File: src/rtl/s2_serial_receiver.sv
// S2 serial receiver: deserializes sen/sd frames (address then data, MSB first) into RB2 writes.
// Optional macro RB2_READBACK_EN adds a read-back verify of every RB2 write.
module s2_serial_receiver #(
  parameter int unsigned ADDR_W  = 3,
  parameter int unsigned DATA_W  = 18,
  parameter int unsigned NUM_PKT = 8
) (
  input  logic              clk,
  input  logic              rst,
  input  logic              sen,
  input  logic              sd,
  output logic              RB2_RW,
  output logic [ADDR_W-1:0] RB2_A,
  output logic [DATA_W-1:0] RB2_D,
  input  logic [DATA_W-1:0] RB2_Q,
  output logic              done,
  output logic              frame_err
);

  localparam int unsigned FRAME_W = ADDR_W + DATA_W;
  localparam int unsigned CNT_W   = $clog2(FRAME_W + 2);
  localparam int unsigned PKT_W   = $clog2(NUM_PKT + 1);
  localparam logic [CNT_W-1:0] CNT_FULL = CNT_W'(FRAME_W);
  localparam logic [CNT_W-1:0] CNT_SAT  = CNT_W'(FRAME_W + 1);
  localparam logic [PKT_W-1:0] LAST_PKT = PKT_W'(NUM_PKT - 1);

  typedef enum logic [2:0] {
    S_IDLE,
    S_RECV,
    S_WRITE,
    S_VERIFY,
    S_CHECK,
    S_DONE
  } state_t;

  state_t              state, nxt;
  logic [FRAME_W-1:0]  shift;
  logic [CNT_W-1:0]    bit_cnt;
  logic [PKT_W-1:0]    pkt_cnt;
  logic                err_pulse;
  logic                pkt_inc;

  always_ff @(posedge clk or negedge rst) begin
    if (!rst) state <= S_IDLE;
    else      state <= nxt;
  end

  always_comb begin
    nxt       = state;
    err_pulse = 1'b0;
    pkt_inc   = 1'b0;
    case (state)
      S_IDLE: if (!sen) nxt = S_RECV;
      S_RECV: begin
        if (sen) begin
          if (bit_cnt == CNT_FULL) begin
            nxt = S_WRITE;
          end else begin
            nxt       = S_IDLE;
            err_pulse = 1'b1;
          end
        end
      end
`ifdef RB2_READBACK_EN
      S_WRITE:  nxt = S_VERIFY;
      S_VERIFY: nxt = S_CHECK;
      // RB2_Q reflects the address presented during VERIFY
      S_CHECK: begin
        if (RB2_Q == RB2_D) begin
          pkt_inc = 1'b1;
          nxt     = (pkt_cnt == LAST_PKT) ? S_DONE : S_IDLE;
        end else begin
          err_pulse = 1'b1;
          nxt       = S_IDLE;
        end
      end
`else
      S_WRITE: begin
        pkt_inc = 1'b1;
        nxt     = (pkt_cnt == LAST_PKT) ? S_DONE : S_IDLE;
      end
`endif
      S_DONE:  nxt = S_DONE;
      default: nxt = S_IDLE;
    endcase
  end

`ifndef RB2_READBACK_EN
  logic unused_q;
  assign unused_q = ^RB2_Q;
`endif

  always_ff @(posedge clk or negedge rst) begin
    if (!rst) begin
      shift     <= '0;
      bit_cnt   <= '0;
      pkt_cnt   <= '0;
      RB2_RW    <= 1'b1;
      RB2_A     <= '0;
      RB2_D     <= '0;
      done      <= 1'b0;
      frame_err <= 1'b0;
    end else begin
      if (state == S_IDLE && !sen) begin
        shift   <= {shift[FRAME_W-2:0], sd};
        bit_cnt <= CNT_W'(1);
      end else if (state == S_RECV && !sen) begin
        shift <= {shift[FRAME_W-2:0], sd};
        if (bit_cnt != CNT_SAT) bit_cnt <= bit_cnt + CNT_W'(1);
      end
      // Outputs are registered from the next state so the strobe is glitch-free
      RB2_RW <= (nxt != S_WRITE);
      if (state == S_RECV && nxt == S_WRITE) begin
        RB2_A <= shift[FRAME_W-1:DATA_W];
        RB2_D <= shift[DATA_W-1:0];
      end
      if (pkt_inc) pkt_cnt <= pkt_cnt + PKT_W'(1);
      frame_err <= err_pulse;
      done      <= (nxt == S_DONE);
    end
  end

endmodule
File: config.mk
export PLATFORM = sky130hd
export DESIGN_NAME = s2_serial_receiver
export DESIGN_NICKNAME = d
export VERILOG_FILES = /design/src/rtl/s2_serial_receiver.sv
export SDC_FILE = /design/constraint.sdc
export NUM_CORES = 1
export LEC_CHECK = 0
export CORE_MARGIN = 4
export CORE_UTILIZATION = 54
export DETAILED_ROUTE_END_ITERATION = 8
export GPL_ROUTABILITY_DRIVEN = 0
export PLACE_DENSITY = 0.93
export SYNTH_ARGS = -nofsm -noshare
export SYNTH_HDL_FRONTEND = slang
export SYNTH_SLANG_ARGS = --single-unit
File: constraint.sdc
create_clock -name clk -period 2.8 [get_ports clk]
set_clock_uncertainty 0.05 [all_clocks]
set_input_delay 0.28 -clock clk [delete_from_list [all_inputs] [get_ports clk]]
set_output_delay 0.28 -clock clk [all_outputs]
set_load 0.01 [all_outputs]
==> metrics.csv, run 1 <==
stage;metric;value;unit
outcome;outcome;completed;
floorplan;Core ar.;4060;sq um
power;power consumption;2.10;mW
logic_synthesis;mapped cell area;2310;sq um
sta;period utilization;64.0;%
place;Port Buffers;27;
cts;Sink Count;57;
cts;Worst-path clk slew;0.06;ns
routing;DRC viols;0;
critical_path;Reg2Reg Depth;3;
critical_path;RR Startpoint;state[1];
final_layout;fillers;281;
critical_path;Worst setup SP type;register;
cts;Clock Path Buffers;2;
routing;WL/cell;15.1;microns
logic_synthesis;cells after synthesis;198;
logic_synthesis;Ys Warns;0;
final_layout;Post-Layout Cell Count;288;
routing;Routed Antenna Nets;0;
floorplan;# IOs;46;
floorplan;Die Y;73.4;microns
sta;setup ws final;1.01;ns
logic_synthesis;Post-synth EDFFs;0;
logic_synthesis;Synth async-reset ratio;100;%
final_layout;Reg area;1430;sq um
global_route;vias in the first global route;1607;
sta;worst-margin pin slew;0.747;ns
sta;Highest Clock Rate;558;MHz
sta;# setup viols final;0;
power;Worst VDD drop;0.479;mV
sta;fin crit period;1.79;ns
routing;vias per cell;5.37;
critical_path;crit end category;register;
cts;# Post-CTS Setup Buffers;0;
cts;clk_lat worst skew;0.33;ns
cts;Resized cells post-CTS;0;
global_route;Congestion Overflow GR;0;
logic_synthesis;post-synthesis cell type count;34;
final_layout;multi-input logic area;825;sq um
logic_synthesis;sequential element share of the synthesized area;61.8;%
cts;CTS tree;yes;
logic_synthesis;syn nets;224;
routing;routed via count;1546;
sta;Fin. Hold Viols;0;
final_layout;antenna cells;0;
floorplan;Initial Util;56.9;%
logic_synthesis;top cell type's share of synthesized area;60.7;%
critical_path;Required @ worst endpoint;3.00;ns
routing;TritonRoute pass-1 iters;5;
critical_path;Setup CP Type;register to register;
cts;Inserted Clock Buffers;9;
floorplan;Die Wd;73.4;microns
final_layout;commonest non-fill, non-tap cells in the layout;67 x nand2_1, 56 x dfrtp_1, 26 x clkdlybuf4s50_1;
power;power per cell area;735;nW/um^2
final_layout;Synth-to-Final Area Change;23.6;%
global_route;first-pass GRT wire length;7400;microns
logic_synthesis;Seq cells post-synth;57;
sta;RSZ-0062 raised after global routing;false;
place;pre-CTS WS;0.761;ns
critical_path;crit path max fanout;13;
place;Post-DP HPWL;2870;microns
place;Cells after DPL;273;
routing;Routed WL;4340;microns
logic_synthesis;leading area contributor after synthesis;dfrtp_1;
critical_path;reg2reg end;bit_cnt[1];
sta;TNS Setup;0;ns
final_layout;final core occ;70.3;%
global_route;largest net degree at the start of global routing;58;
job;max cap viols;0;
final_layout;nets;260;
power;Leak Pwr;1.45;nW
sta;relative slew slack;50.1;%
final_layout;most common cell after layout, fill and taps aside;nand2_1;
cts;Root Buffer;clkbuf_8;
critical_path;R2R Setup Slk;1.01;ns
final_layout;layout cells sized above 1;21.0;%
cts;CTS Hold Bufs;0;
global_route;initial antenna violation count;0;
worst_hold_path;Hold/Removal Path Class;primary input to async pin;
global_route;GRT Total Usage;18.7;%
cts;H-tree depth;3;
logic_synthesis;Area contributors post-synth;dfrtp_1 61%, nand2_1 11%, mux2_2 11%;
floorplan;Die ar.;5380;sq um
logic_synthesis;Post-Syn Area per Cell;11.7;sq um
sta;Final Slew Violations;0;
floorplan;Cell Rows;23;
logic_synthesis;Main synth FF type;dfrtp_1;
critical_path;WP data arrival;1.99;ns
routing;DR iter-0 viols;56;
Yosys cell counts, types with 3 or more instances:
| master | instances |
|---|---|
| dfrtp_1 | 56 |
| mux2_2 | 22 |
| nand3_1 | 3 |
| nand4_1 | 3 |
| a21oi_1 | 3 |
| nand2_1 | 67 |
| ha_1 | 4 |
| inv_1 | 5 |
| clkbuf_1 | 4 |
sequential cells by signal (all words and copies together) (netlist names):
name	cells
frame_err	1
pkt_cnt	4
bit_cnt	5
state	3
done	1
RB2_RW	1
RB2_D	18
RB2_A	3
shift	21
report_power, final:
| group | switching, mW | total, mW | internal (mW) | leakage, nW |
|---|---|---|---|---|
| Combinational | 0.117 | 0.252 | 0.134 | 0.575 |
| Clock | 0.304 | 0.824 | 0.520 | 0.106 |
| Sequential | 0.0932 | 1.02 | 0.929 | 0.767 |
| Total | 0.515 | 2.10 | 1.58 | 1.45 |
routing by layer:
layer  global-route usage, %  part of all wire, %  vias up
met4                    8.85                  2.9        0
met2                    30.5                   51       40
met3                    6.70                  4.4       14
met1                    22.1                   42      755
met5                       0                    0        -
li1                        -                    -      737
how the worst max path moves through the flow:
stage                from         end  slack (ns)  cells past startpoint
4_1_cts          state[1]  bit_cnt[1]        1.02                      3
2_1_floorplan  bit_cnt[1]    RB2_A[2]        1.09                      6
5_1_grt        bit_cnt[1]   RB2_D[14]        0.93                      6
3_3_place_gp          sen  bit_cnt[1]        0.78                      4
6_report         state[1]  bit_cnt[1]        1.01                      3
3_5_place_dp          sen  bit_cnt[1]        0.76                      4
critical path, stage by stage (launching register included):
cell	delay, ns
dfrtp_1	0.42
or3_1	0.61
or4_4	0.56
o211ai_2	0.08
cell type report:
cell class | instances | area share, %
Multi-Input combinational cell | 128 | 28.9
Sequential cell | 57 | 50.0
Tap cell | 50 | 2.19
Timing Repair Buffer | 33 | 10.9
Clock inverter | 3 | 2.28
Clock buffer | 12 | 5.09
Inverter | 5 | 0.658
through the flow:
stage / instance area (sq um) / hold WS [ns]
detailed placement: 2640 / 0.400
finish: 2850 / 0.00732
CTS: 2850 / 0.0317
global route: 2850 / 0.0738
floorplan: 2310 / -0.0656
global placement: 2640 / 0.397
cell families (layout without fill, tap and decap cells):
| family | after synthesis | in the layout | share of synthesized area (%) |
|---|---|---|---|
| AOI/OAI and AO/OA | 10 | 10 | 3.79 |
| xor gates and xnor gates | 3 | 3 | 1.14 |
| DFF | 57 | 57 | 61.8 |
| muxes | 22 | 22 | 10.7 |
| buffers and inverters | 13 | 53 | 2.55 |
| and+or+nand+nor | 89 | 89 | 17.8 |
| adders and majority gates | 4 | 4 | 2.17 |
Note: power is estimated with default switching activity, not from simulation.
==> run 2, diff against run 1 <==
--- a/config.mk
+++ b/config.mk
@@ -6,10 +6,10 @@
 export NUM_CORES = 1
 export LEC_CHECK = 0
 export CORE_MARGIN = 4
-export CORE_UTILIZATION = 54
+export CORE_UTILIZATION = 46
 export DETAILED_ROUTE_END_ITERATION = 8
 export GPL_ROUTABILITY_DRIVEN = 0
-export PLACE_DENSITY = 0.93
+export PLACE_DENSITY = 0.85
 export SYNTH_ARGS = -nofsm -noshare
 export SYNTH_HDL_FRONTEND = slang
 export SYNTH_SLANG_ARGS = --single-unit
==> constraint.sdc (replaced) <==
create_clock -name clk -period 1.6 [get_ports clk]
set_clock_uncertainty 0.05 [all_clocks]
set_input_delay 0.16 -clock clk [delete_from_list [all_inputs] [get_ports clk]]
set_output_delay 0.16 -clock clk [all_outputs]
set_load 0.01 [all_outputs]
==> metrics.csv, run 2 (synthesis gave the netlist of run 1 again) <==
stage;metric;value;unit;change
outcome;outcome;complete, but fails checks;;
routing;vias per cell;4.98;;-7.2%
cts;Sink Count;57;;unchanged
power;power per cell area;1160;nW/um^2;+58%
floorplan;Die Y;78.8;microns;+7.4%
critical_path;reg2reg end;RB2_D[1];;
routing;Routed Antenna Nets;0;;unchanged
place;Post-DP HPWL;2790;microns;-3.0%
global_route;largest net degree at the start of global routing;58;;unchanged
final_layout;biggest regs;shift (21), RB2_D (18), bit_cnt (5);;
final_layout;final core occ;62.0;%;-8.3 points
floorplan;Cell Rows;25;;+8.7%
floorplan;Initial Util;48.2;%;-8.7 points
global_route;grt met3 use;6.24;%;-0.47 points
place;Port Buffers;27;;unchanged
final_layout;Synth-to-Final Area Change;28.5;%;
sta;# setup viols final;21;;+21
floorplan;# IOs;46;;unchanged
sta;period utilization;103;%;+39 points
final_layout;commonest non-fill, non-tap cells in the layout;67 x nand2_1, 56 x dfrtp_1, 25 x clkdlybuf4s50_1;;
global_route;first-pass GRT wire length;7530;microns;+1.8%
global_route;initial antenna violation count;0;;unchanged
sta;Highest Clock Rate;604;MHz;+8.2%
final_layout;nets;272;;+4.6%
power;Pint;2.51;mW;+58%
critical_path;WP data arrival;1.81;ns;-0.18 ns
sta;RSZ-0062 raised after global routing;true;;
outcome;violated checks;setup timing;;
global_route;global routing's busiest layer;met2;;
critical_path;Setup CP Type;register to register;;
global_route;GRT met2 Usage;25.4;%;-5.1 points
sta;worst-margin pin slew;0.296;ns;-0.451 ns
power;Sequential Power Share;51.0;%;+2.3 points
critical_path;R2R Setup Slk;-0.06;ns;-1.06 ns
routing;Routed WL;4330;microns;about the same
global_route;GRT Total Usage;16.1;%;-2.6 points
sta;fin crit period;1.66;ns;-0.136 ns
critical_path;Reg2Reg Depth;6;;+3
final_layout;antenna cells;0;;unchanged
power;Worst VDD drop;0.796;mV;+66%
critical_path;crit path max fanout;23;;+10
power;Clk pwr share;33.5;%;-5.8 points
critical_path;slowest cell on the critical path;dfrtp_1;;
worst_hold_path;Hold/Removal Path Class;primary input to async pin;;
critical_path;slowest stage delay, CP;0.38;ns;-0.23 ns
final_layout;number of flip-flops in the largest register;21;;unchanged
global_route;vias in the first global route;1613;;+0.37%
final_layout;Most flops, register;shift;;
global_route;routing usage on met1;19.3;%;-2.7 points
critical_path;Worst setup SP type;register;;
cts;H-tree depth;3;;unchanged
job;max cap viols;0;;unchanged
cts;Clock Path Buffers;2;;unchanged
global_route;Congestion Overflow GR;0;;unchanged
critical_path;Required @ worst endpoint;1.76;ns;-1.24 ns
cts;clk_lat worst skew;0.33;ns;about the same
floorplan;Core ar.;4790;sq um;+18%
sta;Final Slew Violations;0;;unchanged
power;Sw Ratio;27.2;%;+2.7 points
sta;relative slew slack;80.3;%;+30 points
final_layout;most common cell after layout, fill and taps aside;nand2_1;;
routing;routed via count;1584;;+2.5%
final_layout;layout cells sized above 1;25.1;%;+4.1 points
critical_path;critical path cell sequence;inv_1 -> ha_1 -> nand4b_1 -> nor2_2 -> buf_12 -> mux2_2;;
routing;WL/cell;13.6;microns;-9.5%
routing;DRC viols;0;;unchanged
sta;Fin. Hold Viols;0;;unchanged
power;Leak Pwr;1.50;nW;+3.6%
routing;DR iter-0 viols;162;;+190%
power;Comb power frac;15.5;%;+3.5 points
cts;CTS tree;yes;;
critical_path;crit end category;register;;
cts;Worst-path clk slew;0.07;ns;about the same
critical_path;RR Startpoint;bit_cnt[1];;
floorplan;Die Wd;78.8;microns;+7.4%
power;power consumption;3.45;mW;+64%
cts;Inserted Clock Buffers;9;;unchanged
cts;Root Buffer;clkbuf_8;;
routing;TritonRoute pass-1 iters;4;;-1
floorplan;Die ar.;6220;sq um;+15%
sta;setup ws final;-0.0554;ns;-1.06 ns
power;NetSw;939;uW;+82%
[run 2: power by group through the flow]
| stage | Clock, mW | Combinational [mW] | Sequential [mW] |
|---|---|---|---|
| detailed placement | 0 | 0.532 | 1.78 |
| global route | 1.27 | 0.594 | 1.78 |
| floorplan | 0 | 0.230 | 1.79 |
| global placement | 0 | 0.508 | 1.77 |
| CTS | 1.19 | 0.545 | 1.76 |
| finish | 1.15 | 0.535 | 1.76 |
[run 2: layer usage]
metal  part of all wire (%)  vias up
li1                       -      758
met1                     41      773
met2                     51       44
met3                    5.2        9
met4                    2.3        0
met5                      0        -
[run 2: critical path, delay by kind of cell (launching register included)]
family,cells,cell delay (ns)
flops,1,0.38
mux,1,0.36
simple gates,2,0.31
buf+inv,2,0.27
fa+ha+maj,1,0.15
[run 2: what timing repair did]
item                       4_1_cts  5_1_grt
cloned                           0        0
setup endpoints to repair       22       22
buffers inserted                 0        1
hold endpoints to repair        56        0
hold buffers                     1        0
resized for setup                1        0
pin swaps                        0        1
[run 2: area by class of cell]
type	count	area, sq um
timing repair buffer	45	439
fill	389	1820
clock buffer	11	141
sequential	57	1430
multi-input combinational	128	825
tap	67	83.8
inverter	5	18.8
clock inverter	5	31.3
[run 2: metrics by stage]
step	TNS [ns]	hold slack (ns)	cell area [sq um]	worst slack [ns]	instances
after floorplan	-0.293	-0.186	2310	-0.0190	198
after global placement	-3.31	0.129	2780	-0.151	300
after detailed placement	-4.63	0.132	2780	-0.227	300
after CTS	-1.18	0.290	2960	-0.0772	317
after global routing	-2.90	0.296	2970	-0.155	318
final	-0.643	0.302	2970	-0.0554	318
[run 2: worst max path at each step]
| stage | startpoint | endpoint | slack, ns | depth (start not counted) |
|---|---|---|---|---|
| after floorplan | bit_cnt[1] | RB2_A[2] | -0.02 | 6 |
| after CTS | bit_cnt[1] | RB2_D[1] | -0.08 | 6 |
| after detailed placement | sen | RB2_D[1] | -0.23 | 5 |
| final | bit_cnt[1] | RB2_D[1] | -0.06 | 6 |
| after global placement | sen | RB2_A[0] | -0.15 | 5 |
| after global routing | bit_cnt[1] | RB2_D[1] | -0.16 | 6 |
